==> src/rtl/adc_spi_if.sv <==
// adc_spi_if: groups the signals between the emulated serial ADC and its
// driver side. The driver side is the SPI master pins plus the host sample and
// mode controls.
//   cs, spi_clk      : SPI master chip select (active low) and clock, both asynchronous
//   sdo              : serial data back to the master
//   sample_in/_wr    : host write into the holding register
//   ramp_en          : frame source select (1 = ramp, 0 = holding)
//   busy, frame_done, frame_abort, frame_count : frame status
// Modports: slave = the responder, master = the bench/host side.
interface adc_spi_if #(
  parameter int DATA_BITS = 12
);
  logic                 cs;
  logic                 spi_clk;
  logic                 sdo;
  logic [DATA_BITS-1:0] sample_in;
  logic                 sample_wr;
  logic                 ramp_en;
  logic                 busy;
  logic                 frame_done;
  logic                 frame_abort;
  logic [15:0]          frame_count;

  modport slave (
    input  cs, spi_clk, sample_in, sample_wr, ramp_en,
    output sdo, busy, frame_done, frame_abort, frame_count
  );

  modport master (
    output cs, spi_clk, sample_in, sample_wr, ramp_en,
    input  sdo, busy, frame_done, frame_abort, frame_count
  );
endinterface

==> src/rtl/adc_spi_responder.sv <==
// adc_spi_responder: SPI slave that stands in for the serial ADC.
// It oversamples cs and spi_clk in the clk domain. When cs falls, it shifts out
// LEAD_ZEROS zero bits and then a DATA_BITS sample, MSB first. The next bit is
// presented on each spi_clk fall, because the master samples on the rise.
// The sample is either the host holding register or an internal ramp. The ramp
// advances once per completed frame.
// Ports:
//   clk, reset_b : system clock, synchronous active-low reset
//   bus (slave)  : cs/spi_clk in, sdo out, sample_in/sample_wr/ramp_en in,
//                  busy/frame_done/frame_abort/frame_count out
module adc_spi_responder #(
  parameter int DATA_BITS   = 12,
  parameter int LEAD_ZEROS  = 4,
  parameter int SYNC_STAGES = 2,
  parameter int RAMP_STEP   = 1
) (
  input  logic      clk,
  input  logic      reset_b,
  adc_spi_if.slave  bus
);
  localparam int FRAME_BITS = LEAD_ZEROS + DATA_BITS;
  localparam int CW         = $clog2(FRAME_BITS + 1);

  typedef enum logic [1:0] {IDLE, SHIFT, TRAIL} state_e;

  state_e                 state_q, state_d;
  logic [SYNC_STAGES-1:0] cs_sync_q, cs_sync_d;
  logic [SYNC_STAGES-1:0] sck_sync_q, sck_sync_d;
  logic                   cs_prev_q, cs_prev_d;
  logic                   sck_prev_q, sck_prev_d;
  logic [FRAME_BITS-1:0]  sh_q, sh_d;
  logic [CW-1:0]          bitcnt_q, bitcnt_d;
  logic                   sdo_q, sdo_d;
  logic                   busy_q, busy_d;
  logic                   done_q, done_d;
  logic                   abort_q, abort_d;
  logic [15:0]            fcnt_q, fcnt_d;
  logic [DATA_BITS-1:0]   hold_q, hold_d;
  logic [DATA_BITS-1:0]   ramp_q, ramp_d;

  logic                   cs_s, sck_s;
  logic                   cs_fall, cs_rise, sck_fall;
  logic [FRAME_BITS-1:0]  word;

  // The synchroniser output is compared with its previous value. That gives
  // edges SYNC_STAGES cycles after the pin change. sdo is registered on top of
  // this, so it moves one cycle later than the edge.
  assign cs_s     = cs_sync_q[SYNC_STAGES-1];
  assign sck_s    = sck_sync_q[SYNC_STAGES-1];
  assign cs_fall  = cs_prev_q & ~cs_s;
  assign cs_rise  = ~cs_prev_q & cs_s;
  assign sck_fall = sck_prev_q & ~sck_s;

  // Zero-extension supplies the leading zeros. The holding register is read
  // before this cycle's write, so a write on the cs-fall cycle waits for the
  // next frame.
  assign word = FRAME_BITS'(bus.ramp_en ? ramp_q : hold_q);

  always_comb begin
    state_d    = state_q;
    cs_sync_d  = {cs_sync_q[SYNC_STAGES-2:0], bus.cs};
    sck_sync_d = {sck_sync_q[SYNC_STAGES-2:0], bus.spi_clk};
    cs_prev_d  = cs_s;
    sck_prev_d = sck_s;
    sh_d       = sh_q;
    bitcnt_d   = bitcnt_q;
    sdo_d      = sdo_q;
    busy_d     = busy_q;
    done_d     = 1'b0;
    abort_d    = 1'b0;
    fcnt_d     = fcnt_q;
    ramp_d     = ramp_q;
    hold_d     = bus.sample_wr ? bus.sample_in : hold_q;

    case (state_q)
      IDLE: begin
        sdo_d  = 1'b0;
        busy_d = 1'b0;
        if (cs_fall) begin
          state_d  = SHIFT;
          sh_d     = word;
          sdo_d    = word[FRAME_BITS-1];
          bitcnt_d = CW'(1);
          busy_d   = 1'b1;
        end
      end
      SHIFT: begin
        // A cs rise takes priority over an spi_clk fall in the same cycle.
        if (cs_rise) begin
          state_d = IDLE;
          sdo_d   = 1'b0;
          busy_d  = 1'b0;
          abort_d = 1'b1;
        end else if (sck_fall) begin
          if (bitcnt_q < CW'(FRAME_BITS)) begin
            sh_d     = {sh_q[FRAME_BITS-2:0], 1'b0};
            sdo_d    = sh_q[FRAME_BITS-2];
            bitcnt_d = bitcnt_q + CW'(1);
          end else begin
            state_d = TRAIL;
            sdo_d   = 1'b0;
            done_d  = 1'b1;
            fcnt_d  = fcnt_q + 16'd1;
            ramp_d  = ramp_q + DATA_BITS'(RAMP_STEP);
          end
        end
      end
      TRAIL: begin
        sdo_d = 1'b0;
        if (cs_rise) begin
          state_d = IDLE;
          busy_d  = 1'b0;
        end
      end
      default: begin
        state_d = IDLE;
        sdo_d   = 1'b0;
        busy_d  = 1'b0;
      end
    endcase
  end

  always_ff @(posedge clk) begin
    if (!reset_b) begin
      state_q    <= IDLE;
      cs_sync_q  <= '1;
      sck_sync_q <= '1;
      cs_prev_q  <= 1'b1;
      sck_prev_q <= 1'b1;
      sh_q       <= '0;
      bitcnt_q   <= '0;
      sdo_q      <= 1'b0;
      busy_q     <= 1'b0;
      done_q     <= 1'b0;
      abort_q    <= 1'b0;
      fcnt_q     <= '0;
      hold_q     <= '0;
      ramp_q     <= '0;
    end else begin
      state_q    <= state_d;
      cs_sync_q  <= cs_sync_d;
      sck_sync_q <= sck_sync_d;
      cs_prev_q  <= cs_prev_d;
      sck_prev_q <= sck_prev_d;
      sh_q       <= sh_d;
      bitcnt_q   <= bitcnt_d;
      sdo_q      <= sdo_d;
      busy_q     <= busy_d;
      done_q     <= done_d;
      abort_q    <= abort_d;
      fcnt_q     <= fcnt_d;
      hold_q     <= hold_d;
      ramp_q     <= ramp_d;
    end
  end

  assign bus.sdo         = sdo_q;
  assign bus.busy        = busy_q;
  assign bus.frame_done  = done_q;
  assign bus.frame_abort = abort_q;
  assign bus.frame_count = fcnt_q;

endmodule
==> src/flat_wrapper.sv <==
// flat-port wrapper written by rule: the top's interface ports become plain ports
module adc_spi_responder_flat 
#(
  parameter int DATA_BITS   = 12,
  parameter int LEAD_ZEROS  = 4,
  parameter int SYNC_STAGES = 2,
  parameter int RAMP_STEP   = 1
)
  (clk, reset_b, bus_cs, bus_spi_clk, bus_sample_in, bus_sample_wr, bus_ramp_en, bus_sdo, bus_busy, bus_frame_done, bus_frame_abort, bus_frame_count);
  adc_spi_if #(.DATA_BITS(DATA_BITS)) bus_i ();
  input  logic clk;
  input  logic reset_b;
  input wire logic [$bits(bus_i.cs)-1:0] bus_cs;
  input wire logic [$bits(bus_i.spi_clk)-1:0] bus_spi_clk;
  input wire logic [$bits(bus_i.sample_in)-1:0] bus_sample_in;
  input wire logic [$bits(bus_i.sample_wr)-1:0] bus_sample_wr;
  input wire logic [$bits(bus_i.ramp_en)-1:0] bus_ramp_en;
  output wire logic [$bits(bus_i.sdo)-1:0] bus_sdo;
  output wire logic [$bits(bus_i.busy)-1:0] bus_busy;
  output wire logic [$bits(bus_i.frame_done)-1:0] bus_frame_done;
  output wire logic [$bits(bus_i.frame_abort)-1:0] bus_frame_abort;
  output wire logic [$bits(bus_i.frame_count)-1:0] bus_frame_count;
  assign bus_i.cs = bus_cs;
  assign bus_i.spi_clk = bus_spi_clk;
  assign bus_i.sample_in = bus_sample_in;
  assign bus_i.sample_wr = bus_sample_wr;
  assign bus_i.ramp_en = bus_ramp_en;
  assign bus_sdo = bus_i.sdo;
  assign bus_busy = bus_i.busy;
  assign bus_frame_done = bus_i.frame_done;
  assign bus_frame_abort = bus_i.frame_abort;
  assign bus_frame_count = bus_i.frame_count;
  adc_spi_responder #(.DATA_BITS(DATA_BITS), .LEAD_ZEROS(LEAD_ZEROS), .SYNC_STAGES(SYNC_STAGES), .RAMP_STEP(RAMP_STEP)) u_core (.clk(clk), .reset_b(reset_b), .bus(bus_i));
endmodule
==> config.mk <==
export PLATFORM = sky130hd
export DESIGN_NAME = adc_spi_responder_flat
export DESIGN_NICKNAME = d
export VERILOG_FILES = /design/src/rtl/adc_spi_if.sv /design/src/rtl/adc_spi_responder.sv /design/src/flat_wrapper.sv
export SDC_FILE = /design/constraint.sdc
export NUM_CORES = 1
export LEC_CHECK = 0
export ABC_AREA = 1
export BUFFER_PORTS_ARGS = -buffer_cell sky130_fd_sc_hd__buf_2
export CAP_MARGIN = 10
export CORE_MARGIN = 2
export CORE_UTILIZATION = 53
export CTS_BUF_LIST = sky130_fd_sc_hd__clkbuf_4
export DETAILED_ROUTE_END_ITERATION = 12
export PLACE_DENSITY = 0.82
export SETUP_SLACK_MARGIN = 0.3
export SYNTH_ARGS = -nofsm -noshare
export SYNTH_HDL_FRONTEND = slang
export SYNTH_SLANG_ARGS = --single-unit
export TNS_END_PERCENT = 10
==> constraint.sdc <==
create_clock -name clk -period 1.8 [get_ports clk]
set_clock_uncertainty 0.15 [all_clocks]
set_input_delay 0 -clock clk [delete_from_list [all_inputs] [get_ports clk]]
set_output_delay 0 -clock clk [all_outputs]
set_load 0.1 [all_outputs]
======== Word-level counts from Yosys, hierarchy flattened ========
Cells that the tools add are included.
W data, S select, Z words.
storage, ports and cells
  input port bits ......................... 18
  word-level logic and storage cells ...... 74
  register bits after elaboration ......... 72
cells by class
  bitwise operators ....................... 11
  equal/unequal tests ..................... 10
  $add $sub $neg .......................... 3
  mux-type cells .......................... 27
  $lt $le $gt $ge ......................... 1
  reductions and logical operators ........ 8
operator list
  kind                     count
  $mux W15                 4
  $pmux W15 S2             1
  $mux W5                  4
  $add A16 B1 Y16 const B  1
  $add A12 B1 Y12 const B  1
  $mux W12                 1
  $mux W2                  5
  $ne A2 B1 Y1 const B     5
  $pmux W5 S2              1
  $mux W1                  8
  $not A1 Y1               8
  $reduce_and A4 Y1        2
  $pmux W2 S3              1
  $add A5 B1 Y5 const B    1
  $lt A5 B5 Y1 const B     1
  $reduce_and A5 Y1        1
  $pmux W1 S2              2
  $reduce_or A4 Y1         1
  $and A1 B1 Y1            3
  $ne A3 B1 Y1 const B     1
  $ne A3 B2 Y1 const B     1
  $eq A2 B1 Y1 const B     1
  $eq A2 B2 Y1 const B     1
  $logic_not A2 Y1         1
  other kinds (4)          4

======== Depth between registers and ports, before layout ========
  depth in word-level cells ............... 5
  mapped depth ............................ 11
  mapped depth without buffers ............ 10

======== Worst setup path before layout ========
No wires, ideal clock.
  kind .................................... register to register
  from .................................... register u_core.fcnt_q[1] (netlist: u_core.bus.frame_count[1])
  to ...................................... register u_core.fcnt_q[14] (netlist: u_core.bus.frame_count[14])
  slack ................................... -349 ps
  required time ........................... 1540 ps
  stages on the path, launching flop included .. 9
  buffers on the path ..................... 0
  data arrival time ....................... 1889 ps
  path through ............................ dfxtp_1 -> ha_1 -> inv_1 -> nor2_1 -> nand2_1 -> nor2_4 -> nand4_1 -> nand2_1 -> nor2_1
on the way
  cells in the longest elaborated chain, start to end .. 1
RTL lines
  what                      line                      text
  start: declaration        adc_spi_responder.sv:37   logic [15:0] fcnt_q, fcnt_d;
  start signal: assignment  adc_spi_responder.sv:151  fcnt_q <= fcnt_d;
  $add A16 B1 Y16           adc_spi_responder.sv:103  fcnt_d = fcnt_q + 16'd1;
Every way passes these cells.
A chain may end at the register's enable or synchronous reset.

======== Worst setup path after layout ========
  from .................................... register u_core.state_q[1]
  to ...................................... register u_core.sh_q[13]
on the way
  cells in the longest elaborated chain, start to end .. 3
  elaborated cells on any way between the ends .. 9
  classes of those cells .................. eq/ne: 5; mux: 1; reduce/logical: 3
RTL lines
  what                                                         line                      text
  start: declaration                                           adc_spi_responder.sv:26   state_e state_q, state_d;
  start signal: assignment                                     adc_spi_responder.sv:140  state_q <= state_d;
  $eq A2 B1 Y1 or $logic_not A2 Y1 (tied branches)             adc_spi_responder.sv:75   case (state_q)
  $ne A2 B2 Y1 (no source line), or another cell as far along  --
  $reduce_and A5 Y1 (no source line)                           --
  end signal: assignment                                       adc_spi_responder.sv:130  sh_q <= '0;
  end signal: assignment                                       adc_spi_responder.sv:145  sh_q <= sh_d;
  end: declaration                                             adc_spi_responder.sv:31   logic [FRAME_BITS-1:0] sh_q, sh_d;
Parallel ways exist; a longest one is shown, timed or not.

==> results.md <==
- Die ar.: 7210 µm²
- Unique masters post-synth: 27
- Power per cell area: 697 nW/µm²
- Congestion Overflow GR: 0
- Worst slack at placement: 27.9 ps
- Drt first pass iters: 5
- Largest net degree at the start of global routing: 48
- Crit-path max FO: 14
- Post-Syn Area: 3470 µm²
- Worst skew pair latency: 400 ps
- Max cap viols: 0
- Fillers: 532
- TritonCTS clock tree: built
- Sequential fraction of the synthesis area: 0.416
- Clock share of power: 0.313
- DRC errors left: 0
- Setup ws final: 116 ps
- DR vias/cell: 5.23
- Internal: 2.27 mW
- Most frequent cells in the layout: nand2_1 (121), nor2_1 (89), dfxtp_1 (55)
- DP HPWL: 5.16 mm
- Sequential share of power: 0.550
- Total Power: 3.05 mW
- Hold WS: 2.27 ps
- Gate Count Post-Synth: 515
- Post-layout minimum cycle time: 1680 ps
- Final GP Congestion: 0.799
- Share of the synthesized area in the top cell type: 0.416
- Max Fclk: 594 MHz
- Min-Delay Startpoint: reset_b
- # diodes: 0
- Top cells by area, synth: dfxtp_1 (42%), nand2_1 (13%), nor2_1 (10%)
- Port Buf Inserts: 37
- Register area: 1490 µm²
- Synth Register Bits: 72
- Clock transition at path regs: 100 ps
- Iter 0 DRT Violations: 236
- Setup Viol. Count Final: 0
- Num ports: 38
- YS warnings: 0
- Crit path kind: flop to flop
- Core area: 6350 µm²
- Global-route wire length before repair: 14.3 mm
- Fin crit share: 0.936
- Crit path capture type: flop
- CTS Buf Count: 9
- Mean Syn Cell Area: 6.73 µm²
- CTS H-tree lvls: 3
- Final hold vios: 0
- RSZ-0062 raised after global routing: true
- Least-Margin Pin Slew: 492 ps
- Largest area contributor in the netlist: dfxtp_1
- Max IR drop VDD: 665 µV
- Net Switching: 0.785 mW
- Routed vias: 3527
- Fin Setup TNS: 0 ps
- Remaining antenna violation count: 0
- Worst Path Required: 1990 ps
- Combinational Power Share: 0.137
- HP Class: primary input to flop
- Vias in the first global route: 3271
- Routed WL per cell: 12.5 µm
- Reg2Reg Launch Point: u_core.state_q[1]
- Number of antenna violations at the first check in global routing: 0
- Critical Path Start Type: flop
- CTS Buffer Depth: 2
- Layout area overhead: 26.2%
- Share of cells above drive strength 1: 0.194
- Num rows: 29
- Total Routing Usage GR: 0.242
- Drt total wl: 8.40 mm
- Final max-slew violation count: 0
- Die Height: 84.9 µm
- Switching Share: 0.257
- Net count of the mapped netlist: 540
- CTS root buf: clkbuf_4
- Initial Util: 0.546
- CTS Sinks: 72
- Final #Nets: 617
- Commonest non-fill, non-tap cell in the layout: nand2_1
- Status: finished clean
- Pleak: 1.92 nW
- Die width: 84.9 µm
- Area of the multi-input gates: 1790 µm²
- Crit path arrival time: 1870 ps
- Relative slew slack: 0.674
- CP startpoint: u_core.state_q[1]
-- synthesized netlist by cell type --
cell type and count:
a211oi_1 1, a21oi_1 23, and3_1 1, buf_1 1, buf_2 6, buf_4 1, buf_6 2, clkbuf_1 9
dfxtp_1 72, ha_1 7, inv_1 57, inv_2 1, nand2_1 123, nand2_2 2, nand3_1 30, nand3_2 2
nand3_4 1, nand3b_1 1, nand4_1 12, nor2_1 92, nor2_2 1, nor2_4 6, nor3_1 7, o21ai_0 51
o21bai_1 1, or2_2 4, xnor2_1 1
-- power by group through the flow --
stage	Sequential, mW	Clock, mW	Combinational (mW)
global placement	1.71	0	0.311
CTS	1.68	0.984	0.388
global route	1.69	1.05	0.470
floorplan	1.72	0	0.236
detailed placement	1.71	0	0.318
finish	1.68	0.954	0.419
-- through the flow --
stage               cell area [µm²]  std cells  utilization
finish                         4380        674        0.689
global route                   4380        674        0.689
CTS                            4320        671        0.680
detailed placement             3790        615        0.597
global placement               3790        615        0.597
floorplan                      3570        515            -
-- final timing paths --
check             depth (start not counted)                        end  slack, ps
setup reg to reg                          9            u_core.sh_q[13]        120
hold / removal                            4  u_core.bus.frame_count[9]          2
setup / recovery                          9            u_core.sh_q[13]        120
hold reg to reg                           1        u_core.cs_sync_q[1]        280
-- sequential cells by signal, summed over array words and instances, names as in the netlist --
name / count
u_core.bitcnt_q: 5
u_core.bus.busy: 1
u_core.bus.frame_abort: 1
u_core.bus.frame_count: 16
u_core.bus.frame_done: 1
u_core.bus.sdo: 1
u_core.cs_prev_q: 1
u_core.cs_sync_q: 2
u_core.hold_q: 12
u_core.ramp_q: 12
u_core.sck_prev_q: 1
u_core.sck_sync_q: 2
u_core.sh_q: 15
u_core.state_q: 2
-- routing by layer --
metal | vias up | routed length, µm | global-route usage
li1 | 1798 | - | -
met5 | - | 0 | 0
met4 | 0 | 74 | 0.0620
met1 | 1624 | 3710 | 0.300
met3 | 8 | 420 | 0.0593
met2 | 97 | 4190 | 0.424
-- layout make-up --
type,instances,area share
Sequential cell,72,0.341
Clock buffer,11,0.0189
Timing Repair Buffer,83,0.147
Multi-Input combinational cell,367,0.408
Timing Repair inverter,1,0.00114
Tap cell,77,0.0220
Inverter,58,0.0512
Clock inverter,5,0.0109
-- worst max-delay path, cell delays in order, from the launching register on --
cell,delay (ps)
dfxtp_2,370
inv_4,60
ha_4,180
buf_4,150
nand3_2,80
nand3_2,90
nor2_4,160
buf_12,160
nand3_1,70
a21oi_1,140
-- cells by family after synthesis --
kind of cell | count (synthesis) | synth area share
AND/OR/NAND/NOR | 282 | 0.355
buffers and inverters | 77 | 0.0909
AO/OA/AOI/OAI | 76 | 0.111
flip-flops | 72 | 0.416
adder cells (fa/ha/maj) | 7 | 0.0253
XOR/XNOR | 1 | 0.00253
-- timing repair --
action,in CTS,in global routing
setup buffers,8,1
setup endpoints to repair,50,52
resized for setup,6,10
hold buffers,31,0
pin swaps,5,6
hold endpoints to repair,24,0
cloned,1,2
Note: power is estimated with default switching activity, not from simulation.
